[config.mk]
export PLATFORM = sky130hd
export DESIGN_NAME = multicycle_ctrl_flat
export DESIGN_NICKNAME = d
export VERILOG_FILES = /design/src/rtl/rv32i_pkg.sv /design/src/rtl/multicycle_ctrl_if.sv /design/src/rtl/multicycle_ctrl_alu_decoder.sv /design/src/rtl/multicycle_ctrl.sv /design/src/flat_wrapper.sv
export SDC_FILE = /design/constraint.sdc
export NUM_CORES = 1
export LEC_CHECK = 0
export ABC_AREA = 1
export CAP_MARGIN = 5
export CORE_MARGIN = 2
export CORE_UTILIZATION = 47
export CTS_BUF_LIST = sky130_fd_sc_hd__clkbuf_8
export CTS_CLUSTER_DIAMETER = 60
export CTS_CLUSTER_SIZE = 28
export DETAILED_ROUTE_END_ITERATION = 8
export DONT_BUFFER_PORTS = 1
export PLACE_DENSITY_LB_ADDON = 0.12
export SYNTH_ARGS = -nofsm -noshare
export SYNTH_HDL_FRONTEND = slang
export SYNTH_HIERARCHICAL = 1
export SYNTH_SLANG_ARGS = --single-unit
[constraint.sdc]
create_clock -name clk -period 1.5 [get_ports clk]
set_input_delay 0.3 -clock clk [delete_from_list [all_inputs] [get_ports clk]]
set_output_delay 0.3 -clock clk [all_outputs]
set_load 0.02 [all_outputs]
[src/rtl/rv32i_pkg.sv]
// Shared encodings for the multi-cycle RV32I control path: opcodes, ALU ops, FSM states, mux selects.
// Latency: n/a (declarations only).
// Backpressure: n/a.
package rv32i_pkg;

  // Major opcodes recognised by the controller
  localparam logic [6:0] OP_LOAD   = 7'b0000011;
  localparam logic [6:0] OP_STORE  = 7'b0100011;
  localparam logic [6:0] OP_RTYPE  = 7'b0110011;
  localparam logic [6:0] OP_ITYPE  = 7'b0010011;
  localparam logic [6:0] OP_JAL    = 7'b1101111;
  localparam logic [6:0] OP_BRANCH = 7'b1100011;

  // Shared ALU operation codes
  localparam logic [2:0] ALU_ADD = 3'b000;
  localparam logic [2:0] ALU_SUB = 3'b001;
  localparam logic [2:0] ALU_AND = 3'b010;
  localparam logic [2:0] ALU_OR  = 3'b011;
  localparam logic [2:0] ALU_EQ  = 3'b100;
  localparam logic [2:0] ALU_SLT = 3'b101;

  // Immediate format select
  localparam logic [1:0] IMM_I = 2'b00;
  localparam logic [1:0] IMM_S = 2'b01;
  localparam logic [1:0] IMM_B = 2'b10;
  localparam logic [1:0] IMM_J = 2'b11;

  // Result bus select
  localparam logic [1:0] RES_ALUOUT = 2'b00;
  localparam logic [1:0] RES_MEM    = 2'b01;
  localparam logic [1:0] RES_ALU    = 2'b10;

  // ALU operand A select
  localparam logic [1:0] SRCA_PC    = 2'b00;
  localparam logic [1:0] SRCA_OLDPC = 2'b01;
  localparam logic [1:0] SRCA_RS1   = 2'b10;

  // ALU operand B select
  localparam logic [1:0] SRCB_RS2  = 2'b00;
  localparam logic [1:0] SRCB_IMM  = 2'b01;
  localparam logic [1:0] SRCB_FOUR = 2'b10;

  typedef enum logic [3:0] {
    S_FETCH,
    S_DECODE,
    S_MEMADR,
    S_MEMREAD,
    S_MEMWB,
    S_MEMWRITE,
    S_EXECR,
    S_EXECI,
    S_ALUWB,
    S_JAL,
    S_BRANCH,
    S_HALT
  } state_t;

  // Immediate format is a pure function of the opcode, independent of FSM state
  function automatic logic [1:0] imm_src_of(input logic [6:0] opcode);
    logic [1:0] sel;
    sel = IMM_I;
    case (opcode)
      OP_STORE:  sel = IMM_S;
      OP_BRANCH: sel = IMM_B;
      OP_JAL:    sel = IMM_J;
      default:   sel = IMM_I;
    endcase
    return sel;
  endfunction

endpackage

[src/rtl/multicycle_ctrl_if.sv]
// Bundle between the multi-cycle controller and its datapath: instruction fields and flags in, controls out.
// Latency: n/a (wiring only).
// Backpressure: mem_ready is the only stall input; the controller holds its outputs while it is low.
interface multicycle_ctrl_if;

  // Datapath -> controller
  logic [6:0] opcode;
  logic [2:0] funct3;
  logic       funct7b5;
  logic       alu_flag;
  logic       mem_ready;

  // Controller -> datapath
  logic       pc_write;
  logic       ir_write;
  logic       adr_src;
  logic       mem_write;
  logic       reg_write;
  logic [1:0] result_src;
  logic [1:0] alu_src_a;
  logic [1:0] alu_src_b;
  logic [1:0] imm_src;
  logic [2:0] alu_op;
  logic       halted;

  modport master (
    input  opcode, funct3, funct7b5, alu_flag, mem_ready,
    output pc_write, ir_write, adr_src, mem_write, reg_write,
    output result_src, alu_src_a, alu_src_b, imm_src, alu_op, halted
  );

  modport slave (
    output opcode, funct3, funct7b5, alu_flag, mem_ready,
    input  pc_write, ir_write, adr_src, mem_write, reg_write,
    input  result_src, alu_src_a, alu_src_b, imm_src, alu_op, halted
  );

endinterface

[src/rtl/multicycle_ctrl_alu_decoder.sv]
// Maps funct3/funct7b5 of an R- or I-type ALU instruction onto the shared ALU op code, flagging unsupported ops.
// Latency: combinational.
// Backpressure: none.
module alu_decoder
  import rv32i_pkg::*;
(
  input  logic [2:0] funct3,
  input  logic       funct7b5,
  input  logic       is_rtype,
  output logic [2:0] alu_op,
  output logic       illegal
);

  // funct7b5 only selects sub for R-type; addi has immediate bits there
  always_comb begin
    alu_op  = ALU_ADD;
    illegal = 1'b0;
    case (funct3)
      3'b000:  alu_op = (is_rtype && funct7b5) ? ALU_SUB : ALU_ADD;
      3'b111:  alu_op = ALU_AND;
      3'b110:  alu_op = ALU_OR;
      3'b010:  alu_op = ALU_SLT;
      default: illegal = 1'b1;
    endcase
  end

endmodule

[src/rtl/multicycle_ctrl.sv]
// Moore control FSM sequencing the shared ALU through fetch/decode/execute/writeback for the RV32I datapath.
// Latency: 3 cycles (branch) to 5 cycles (load) per instruction plus memory wait cycles.
// Backpressure: stalls in FETCH/MEMREAD/MEMWRITE until mem_ready; halts after MEM_WAIT_MAX waits (0 = unbounded).
// Optional: define CTRL_BRANCH_EXT_EN to accept bne/blt/bge in addition to beq.
module multicycle_ctrl
  import rv32i_pkg::*;
#(
  parameter int MEM_WAIT_MAX = 16
) (
  input  logic               clk,
  input  logic               rst_n,
  multicycle_ctrl_if.master  bus
);

  // Wait counter counts 0..MEM_WAIT_MAX-1; the timeout fires on the last of those cycles
  localparam int CW = (MEM_WAIT_MAX > 1) ? $clog2(MEM_WAIT_MAX) : 1;

  state_t          state_q, state_d;
  logic [CW-1:0]   wait_cnt;
  logic            wait_state;
  logic            timeout;

  logic            pc_w, ir_w, mem_w, reg_w;
  logic            adr_sel;
  logic [1:0]      res_sel, a_sel, b_sel;
  logic [2:0]      aop;
  logic            halt_o;

  logic [2:0]      dec_op;
  logic            dec_illegal;
  logic [2:0]      br_op;
  logic            br_legal;
  logic            br_invert;

  alu_decoder u_alu_decoder (
    .funct3   (bus.funct3),
    .funct7b5 (bus.funct7b5),
    .is_rtype (state_q == S_EXECR),
    .alu_op   (dec_op),
    .illegal  (dec_illegal)
  );

  // Branch flavour: which compare to run and whether the taken sense is inverted
  always_comb begin
    br_legal  = 1'b0;
    br_op     = ALU_EQ;
    br_invert = 1'b0;
    case (bus.funct3)
      3'b000: br_legal = 1'b1;
`ifdef CTRL_BRANCH_EXT_EN
      3'b001: begin br_legal = 1'b1; br_invert = 1'b1; end
      3'b100: begin br_legal = 1'b1; br_op = ALU_SLT; end
      3'b101: begin br_legal = 1'b1; br_op = ALU_SLT; br_invert = 1'b1; end
`endif
      default: br_legal = 1'b0;
    endcase
  end

  // Memory-facing states are the only ones that may stall
  assign wait_state = (state_q == S_FETCH) || (state_q == S_MEMREAD) || (state_q == S_MEMWRITE);

  // A ready on the limit cycle wins, so the timeout needs mem_ready low
  assign timeout = (MEM_WAIT_MAX != 0) && wait_state && !bus.mem_ready &&
                   (wait_cnt == CW'(MEM_WAIT_MAX - 1));

  // State register
  always_ff @(posedge clk) begin
    if (!rst_n) state_q <= S_FETCH;
    else        state_q <= state_d;
  end

  // Stall cycle counter, cleared whenever the FSM moves on
  always_ff @(posedge clk) begin
    if (!rst_n)
      wait_cnt <= '0;
    else if (state_d != state_q)
      wait_cnt <= '0;
    else if ((MEM_WAIT_MAX != 0) && wait_state && !bus.mem_ready)
      wait_cnt <= wait_cnt + 1'b1;
  end

  // Next state and per-state control outputs
  always_comb begin
    state_d = state_q;
    pc_w    = 1'b0;
    ir_w    = 1'b0;
    mem_w   = 1'b0;
    reg_w   = 1'b0;
    adr_sel = 1'b0;
    res_sel = RES_ALUOUT;
    a_sel   = SRCA_PC;
    b_sel   = SRCB_RS2;
    aop     = ALU_ADD;
    halt_o  = 1'b0;
    case (state_q)
      S_FETCH: begin
        a_sel   = SRCA_PC;
        b_sel   = SRCB_FOUR;
        res_sel = RES_ALU;
        ir_w    = bus.mem_ready;
        pc_w    = bus.mem_ready;
        if (bus.mem_ready) state_d = S_DECODE;
        else if (timeout)  state_d = S_HALT;
      end
      S_DECODE: begin
        // Branch/jal target lands in ALUOut while the opcode is being dispatched
        a_sel = SRCA_OLDPC;
        b_sel = SRCB_IMM;
        case (bus.opcode)
          OP_LOAD, OP_STORE: state_d = S_MEMADR;
          OP_RTYPE:          state_d = S_EXECR;
          OP_ITYPE:          state_d = S_EXECI;
          OP_JAL:            state_d = S_JAL;
          OP_BRANCH:         state_d = S_BRANCH;
          default:           state_d = S_HALT;
        endcase
      end
      S_MEMADR: begin
        a_sel   = SRCA_RS1;
        b_sel   = SRCB_IMM;
        state_d = (bus.opcode == OP_LOAD) ? S_MEMREAD : S_MEMWRITE;
      end
      S_MEMREAD: begin
        adr_sel = 1'b1;
        res_sel = RES_ALUOUT;
        if (bus.mem_ready) state_d = S_MEMWB;
        else if (timeout)  state_d = S_HALT;
      end
      S_MEMWB: begin
        res_sel = RES_MEM;
        reg_w   = 1'b1;
        state_d = S_FETCH;
      end
      S_MEMWRITE: begin
        adr_sel = 1'b1;
        res_sel = RES_ALUOUT;
        mem_w   = 1'b1;
        if (bus.mem_ready) state_d = S_FETCH;
        else if (timeout)  state_d = S_HALT;
      end
      S_EXECR, S_EXECI: begin
        a_sel   = SRCA_RS1;
        b_sel   = (state_q == S_EXECR) ? SRCB_RS2 : SRCB_IMM;
        aop     = dec_op;
        state_d = dec_illegal ? S_HALT : S_ALUWB;
      end
      S_ALUWB: begin
        res_sel = RES_ALUOUT;
        reg_w   = 1'b1;
        state_d = S_FETCH;
      end
      S_JAL: begin
        // Jump to the target from DECODE while the ALU forms old PC + 4 for rd
        a_sel   = SRCA_OLDPC;
        b_sel   = SRCB_FOUR;
        res_sel = RES_ALUOUT;
        pc_w    = 1'b1;
        state_d = S_ALUWB;
      end
      S_BRANCH: begin
        a_sel   = SRCA_RS1;
        b_sel   = SRCB_RS2;
        res_sel = RES_ALUOUT;
        aop     = br_op;
        pc_w    = br_legal && (bus.alu_flag ^ br_invert);
        state_d = br_legal ? S_FETCH : S_HALT;
      end
      S_HALT: begin
        halt_o = 1'b1;
      end
      default: state_d = S_HALT;
    endcase
  end

  // Write enables are forced low while reset is held so nothing commits mid-reset
  assign bus.pc_write   = rst_n & pc_w;
  assign bus.ir_write   = rst_n & ir_w;
  assign bus.mem_write  = rst_n & mem_w;
  assign bus.reg_write  = rst_n & reg_w;
  assign bus.adr_src    = adr_sel;
  assign bus.result_src = res_sel;
  assign bus.alu_src_a  = a_sel;
  assign bus.alu_src_b  = b_sel;
  assign bus.alu_op     = aop;
  assign bus.imm_src    = imm_src_of(bus.opcode);
  assign bus.halted     = halt_o;

endmodule

[src/flat_wrapper.sv]
// flat-port wrapper written by rule: the top's interface ports become plain ports
module multicycle_ctrl_flat import rv32i_pkg::*;
#(
  parameter int MEM_WAIT_MAX = 16
)
  (clk, rst_n, bus_opcode, bus_funct3, bus_funct7b5, bus_alu_flag, bus_mem_ready, bus_pc_write, bus_ir_write, bus_adr_src, bus_mem_write, bus_reg_write, bus_result_src, bus_alu_src_a, bus_alu_src_b, bus_imm_src, bus_alu_op, bus_halted);
  multicycle_ctrl_if bus_i ();
  input  logic clk;
  input  logic rst_n;
  input wire logic [$bits(bus_i.opcode)-1:0] bus_opcode;
  input wire logic [$bits(bus_i.funct3)-1:0] bus_funct3;
  input wire logic [$bits(bus_i.funct7b5)-1:0] bus_funct7b5;
  input wire logic [$bits(bus_i.alu_flag)-1:0] bus_alu_flag;
  input wire logic [$bits(bus_i.mem_ready)-1:0] bus_mem_ready;
  output wire logic [$bits(bus_i.pc_write)-1:0] bus_pc_write;
  output wire logic [$bits(bus_i.ir_write)-1:0] bus_ir_write;
  output wire logic [$bits(bus_i.adr_src)-1:0] bus_adr_src;
  output wire logic [$bits(bus_i.mem_write)-1:0] bus_mem_write;
  output wire logic [$bits(bus_i.reg_write)-1:0] bus_reg_write;
  output wire logic [$bits(bus_i.result_src)-1:0] bus_result_src;
  output wire logic [$bits(bus_i.alu_src_a)-1:0] bus_alu_src_a;
  output wire logic [$bits(bus_i.alu_src_b)-1:0] bus_alu_src_b;
  output wire logic [$bits(bus_i.imm_src)-1:0] bus_imm_src;
  output wire logic [$bits(bus_i.alu_op)-1:0] bus_alu_op;
  output wire logic [$bits(bus_i.halted)-1:0] bus_halted;
  assign bus_i.opcode = bus_opcode;
  assign bus_i.funct3 = bus_funct3;
  assign bus_i.funct7b5 = bus_funct7b5;
  assign bus_i.alu_flag = bus_alu_flag;
  assign bus_i.mem_ready = bus_mem_ready;
  assign bus_pc_write = bus_i.pc_write;
  assign bus_ir_write = bus_i.ir_write;
  assign bus_adr_src = bus_i.adr_src;
  assign bus_mem_write = bus_i.mem_write;
  assign bus_reg_write = bus_i.reg_write;
  assign bus_result_src = bus_i.result_src;
  assign bus_alu_src_a = bus_i.alu_src_a;
  assign bus_alu_src_b = bus_i.alu_src_b;
  assign bus_imm_src = bus_i.imm_src;
  assign bus_alu_op = bus_i.alu_op;
  assign bus_halted = bus_i.halted;
  multicycle_ctrl #(.MEM_WAIT_MAX(MEM_WAIT_MAX)) u_core (.clk(clk), .rst_n(rst_n), .bus(bus_i));
endmodule
==> flow_summary.toml <==
[status]
status = "finished, violations left"
violations = "setup timing"

[pwr]
power.density_mw_per_mm2 = 1980
irDropWorstVdd_v = 0.00127
leakage_nw = 0.812

[min_path]
min_path_type = "in -> reg"
holdCritStartpoint = "rst_n"

[sta]
hold_viol_final = 0
setup_viol = 19
fmax_mhz = 513
period_share = 1.30
worst_pin_slew_ns = 0.519
period_minus_slack_ns = 1.95
fin_ws_ns = -0.450
maxSlewViolCount = 0
rsz0062_at_grt = "yes"
slew_headroom = 0.652
fin_skew_ns = 0.0101

[layout]
final_common_cell = "buf_4"
drive_gt1_frac = 0.534
layout.cells.non_filler = 248
nets = 241
area_growth_pct = 83.4
post-route-util = 0.932
num_antenna_cells = 0
final_cell_mix = "38 x buf_4, 36 x nand2_1, 22 x inv_1, 18 x nor2_1, 12 x nor2_2"

[detailed_routing]
drc = 0
viasPerCell = 6.50
routedWlPerCell_um = 21.7
ant_nets = 0
drtIter0Drc = 161
dr.pass1.iters = 7
wl_mm = 5.39
vias = 1612

[worst_setup_path]
start_kind = "register"
crit_arrival_ns = 2.11
end_kind = "register"
critPathMaxFanout = 6
slowest_delay_ns = 0.38
critical_path_required_ns = 1.66
r2r-start = "u_core/state_q[0]"
slowest_stage = "dfxtp_4"
cp_common_cell = "nand2_1"
worstPathCellList = "inv_4 -> nor2_1 -> nand2_1 -> nand3_4 -> nand3_1 -> nand2_1 -> nor2_2 -> nand2_1 -> nand2_1 -> nor2_2 -> nand2_2 -> nor2_1"
crit_type = "reg -> reg"
critPathLaunch = "u_core/state_q[0]"

[grt]
grt_use_total = 0.292
grt_first_pass_wirelength_mm = 4.59
grt_overflow = 0
antenna_found_initial = 0
grt_max_degree = 9
grt_pass1_vias = 1220

[yosys]
synth_top_cell_area_share = 0.216
ys_types = 22
synth_top_family_by_area = "simple AND/OR/NAND/NOR gates"
synth_cells = 173
syn-num-nets = 189
syn_area_um2 = 887
syn_area_per_cell_um2 = 5.13
ys_seq_area_frac = 0.181
synthSimpleGateAreaFrac = 0.533
synth_xor_area_frac = 0.0296
synth_largest_area_cell = "nand2_1"
synth_compound_area_frac = 0.0903
synth_fa_ha_area_frac = 0.0141
synthMuxAreaShare = 0.0127
synth.ff_latch_count = 8
ys_warn_count = 6
synth_area_leaders = "nand2_1 22%, dfxtp_1 18%, nor2_1 16%"

[clock_network]
htree_levels = 1
cts.clk_slew.worst_paths_ns = 0.05
cts_tree = "built"
root_buffer = "clkbuf_8"
cts-buffers-inserted = 3
ctsHoldBuffers = 0
cts.sinks = 8
clk_latency_ns = 0.24
cts.path.max_buffers = 2

[die]
core_mm2 = 0.00175
rows = 15
initial_core_util = 0.508
dieArea_mm2 = 0.00225
die_x_um = 47.4
die_y_um = 47.4
pin_count = 32

[placed_design]
dp_cells = 237
hpwl_mm = 2.20
gp_congestion = 0.873
numPortBuffers = 0

[flow_run]
maxCapViolCount = 0
-- worst paths after layout --
check	depth (start not counted)	to	slack, ns
worst max register to register	12	u_core/wait_cnt[1]	-0.45
worst min register to register	3	u_core/wait_cnt[3]	0.57
worst max-delay path	12	u_core/wait_cnt[1]	-0.45
worst min-delay path	4	u_core/wait_cnt[3]	0.36
-- power by group --
group | switching (mW) | internal (mW)
Combinational | 1.51 | 1.00
Sequential | 0.148 | 0.287
Clock | 0.0987 | 0.175
Total | 1.76 | 1.47
-- flip-flops by register name (all words and copies together), names as in the netlist --
name             flops
u_core/wait_cnt      4
u_core/state_q       4
-- Yosys cell counts, drive strengths merged --
library cell and count:
o21ai 6, nor3 4, nand2 52, a31oi 2, o21a 1, a211oi 1, xor2 1, inv 33
nor2 40, xnor2 2, nor2b 1, nand3 13, dfxtp 8, ha 1, nand4 3, a21oi 3
o211ai 1, mux2 1
-- critical path: cells and delay by family (launching register included) --
| kind | cells | cell delay, ns |
|---|---|---|
| AND/OR/NAND/NOR | 11 | 1.41 |
| flip-flops | 1 | 0.38 |
| buffers and inverters | 1 | 0.06 |
-- final cells by class --
type | count | area (µm²)
Tap cell | 25 | 31.3
Timing Repair Buffer | 47 | 387
Sequential cell | 8 | 175
Multi-Input combinational cell | 132 | 858
Clock buffer | 3 | 41.3
Fill cell | 64 | 119
Inverter | 33 | 134
-- routing by layer --
metal | track usage | part of all wire | wire, µm | vias up
li1 | - | - | - | 637
met1 | 0.271 | 0.32 | 1710 | 705
met2 | 0.557 | 0.44 | 2390 | 191
met3 | 0.0604 | 0.13 | 722 | 79
met4 | 0.206 | 0.10 | 558 | 0
met5 | 0 | 0 | 0 | -
-- stage by stage --
step	hold slack, ns	setup TNS, ns	setup slack, ns	area (µm²)	total power, mW
finish	0.360	-4.39	-0.450	1630	3.23
global route	0.365	-6.53	-0.629	1630	3.32
CTS	0.358	-1.59	-0.188	1400	2.44
detailed placement	0.538	-0.921	-0.193	1220	1.88
global placement	0.535	-0.736	-0.145	1220	1.85
floorplan	0.503	-0.0662	-0.0454	896	1.25
-- repair_timing --
item,4_1_cts,5_1_grt
resized for setup,42,59
endpoints found under the setup margin,19,20
setup buffers,5,4
pin swaps,9,23
gates cloned,0,0
-- logic make-up (layout without fill, tap and decap cells) --
| family | after synthesis | after routing |
|---|---|---|
| and+or+nand+nor | 113 | 113 |
| buffers and inverters | 33 | 83 |
| AOI/OAI and AO/OA | 14 | 14 |
| DFF | 8 | 8 |
| xor gates and xnor gates | 3 | 3 |
| adders and majority gates | 1 | 1 |
| muxes | 1 | 1 |
(Power assumes the default switching activity.)
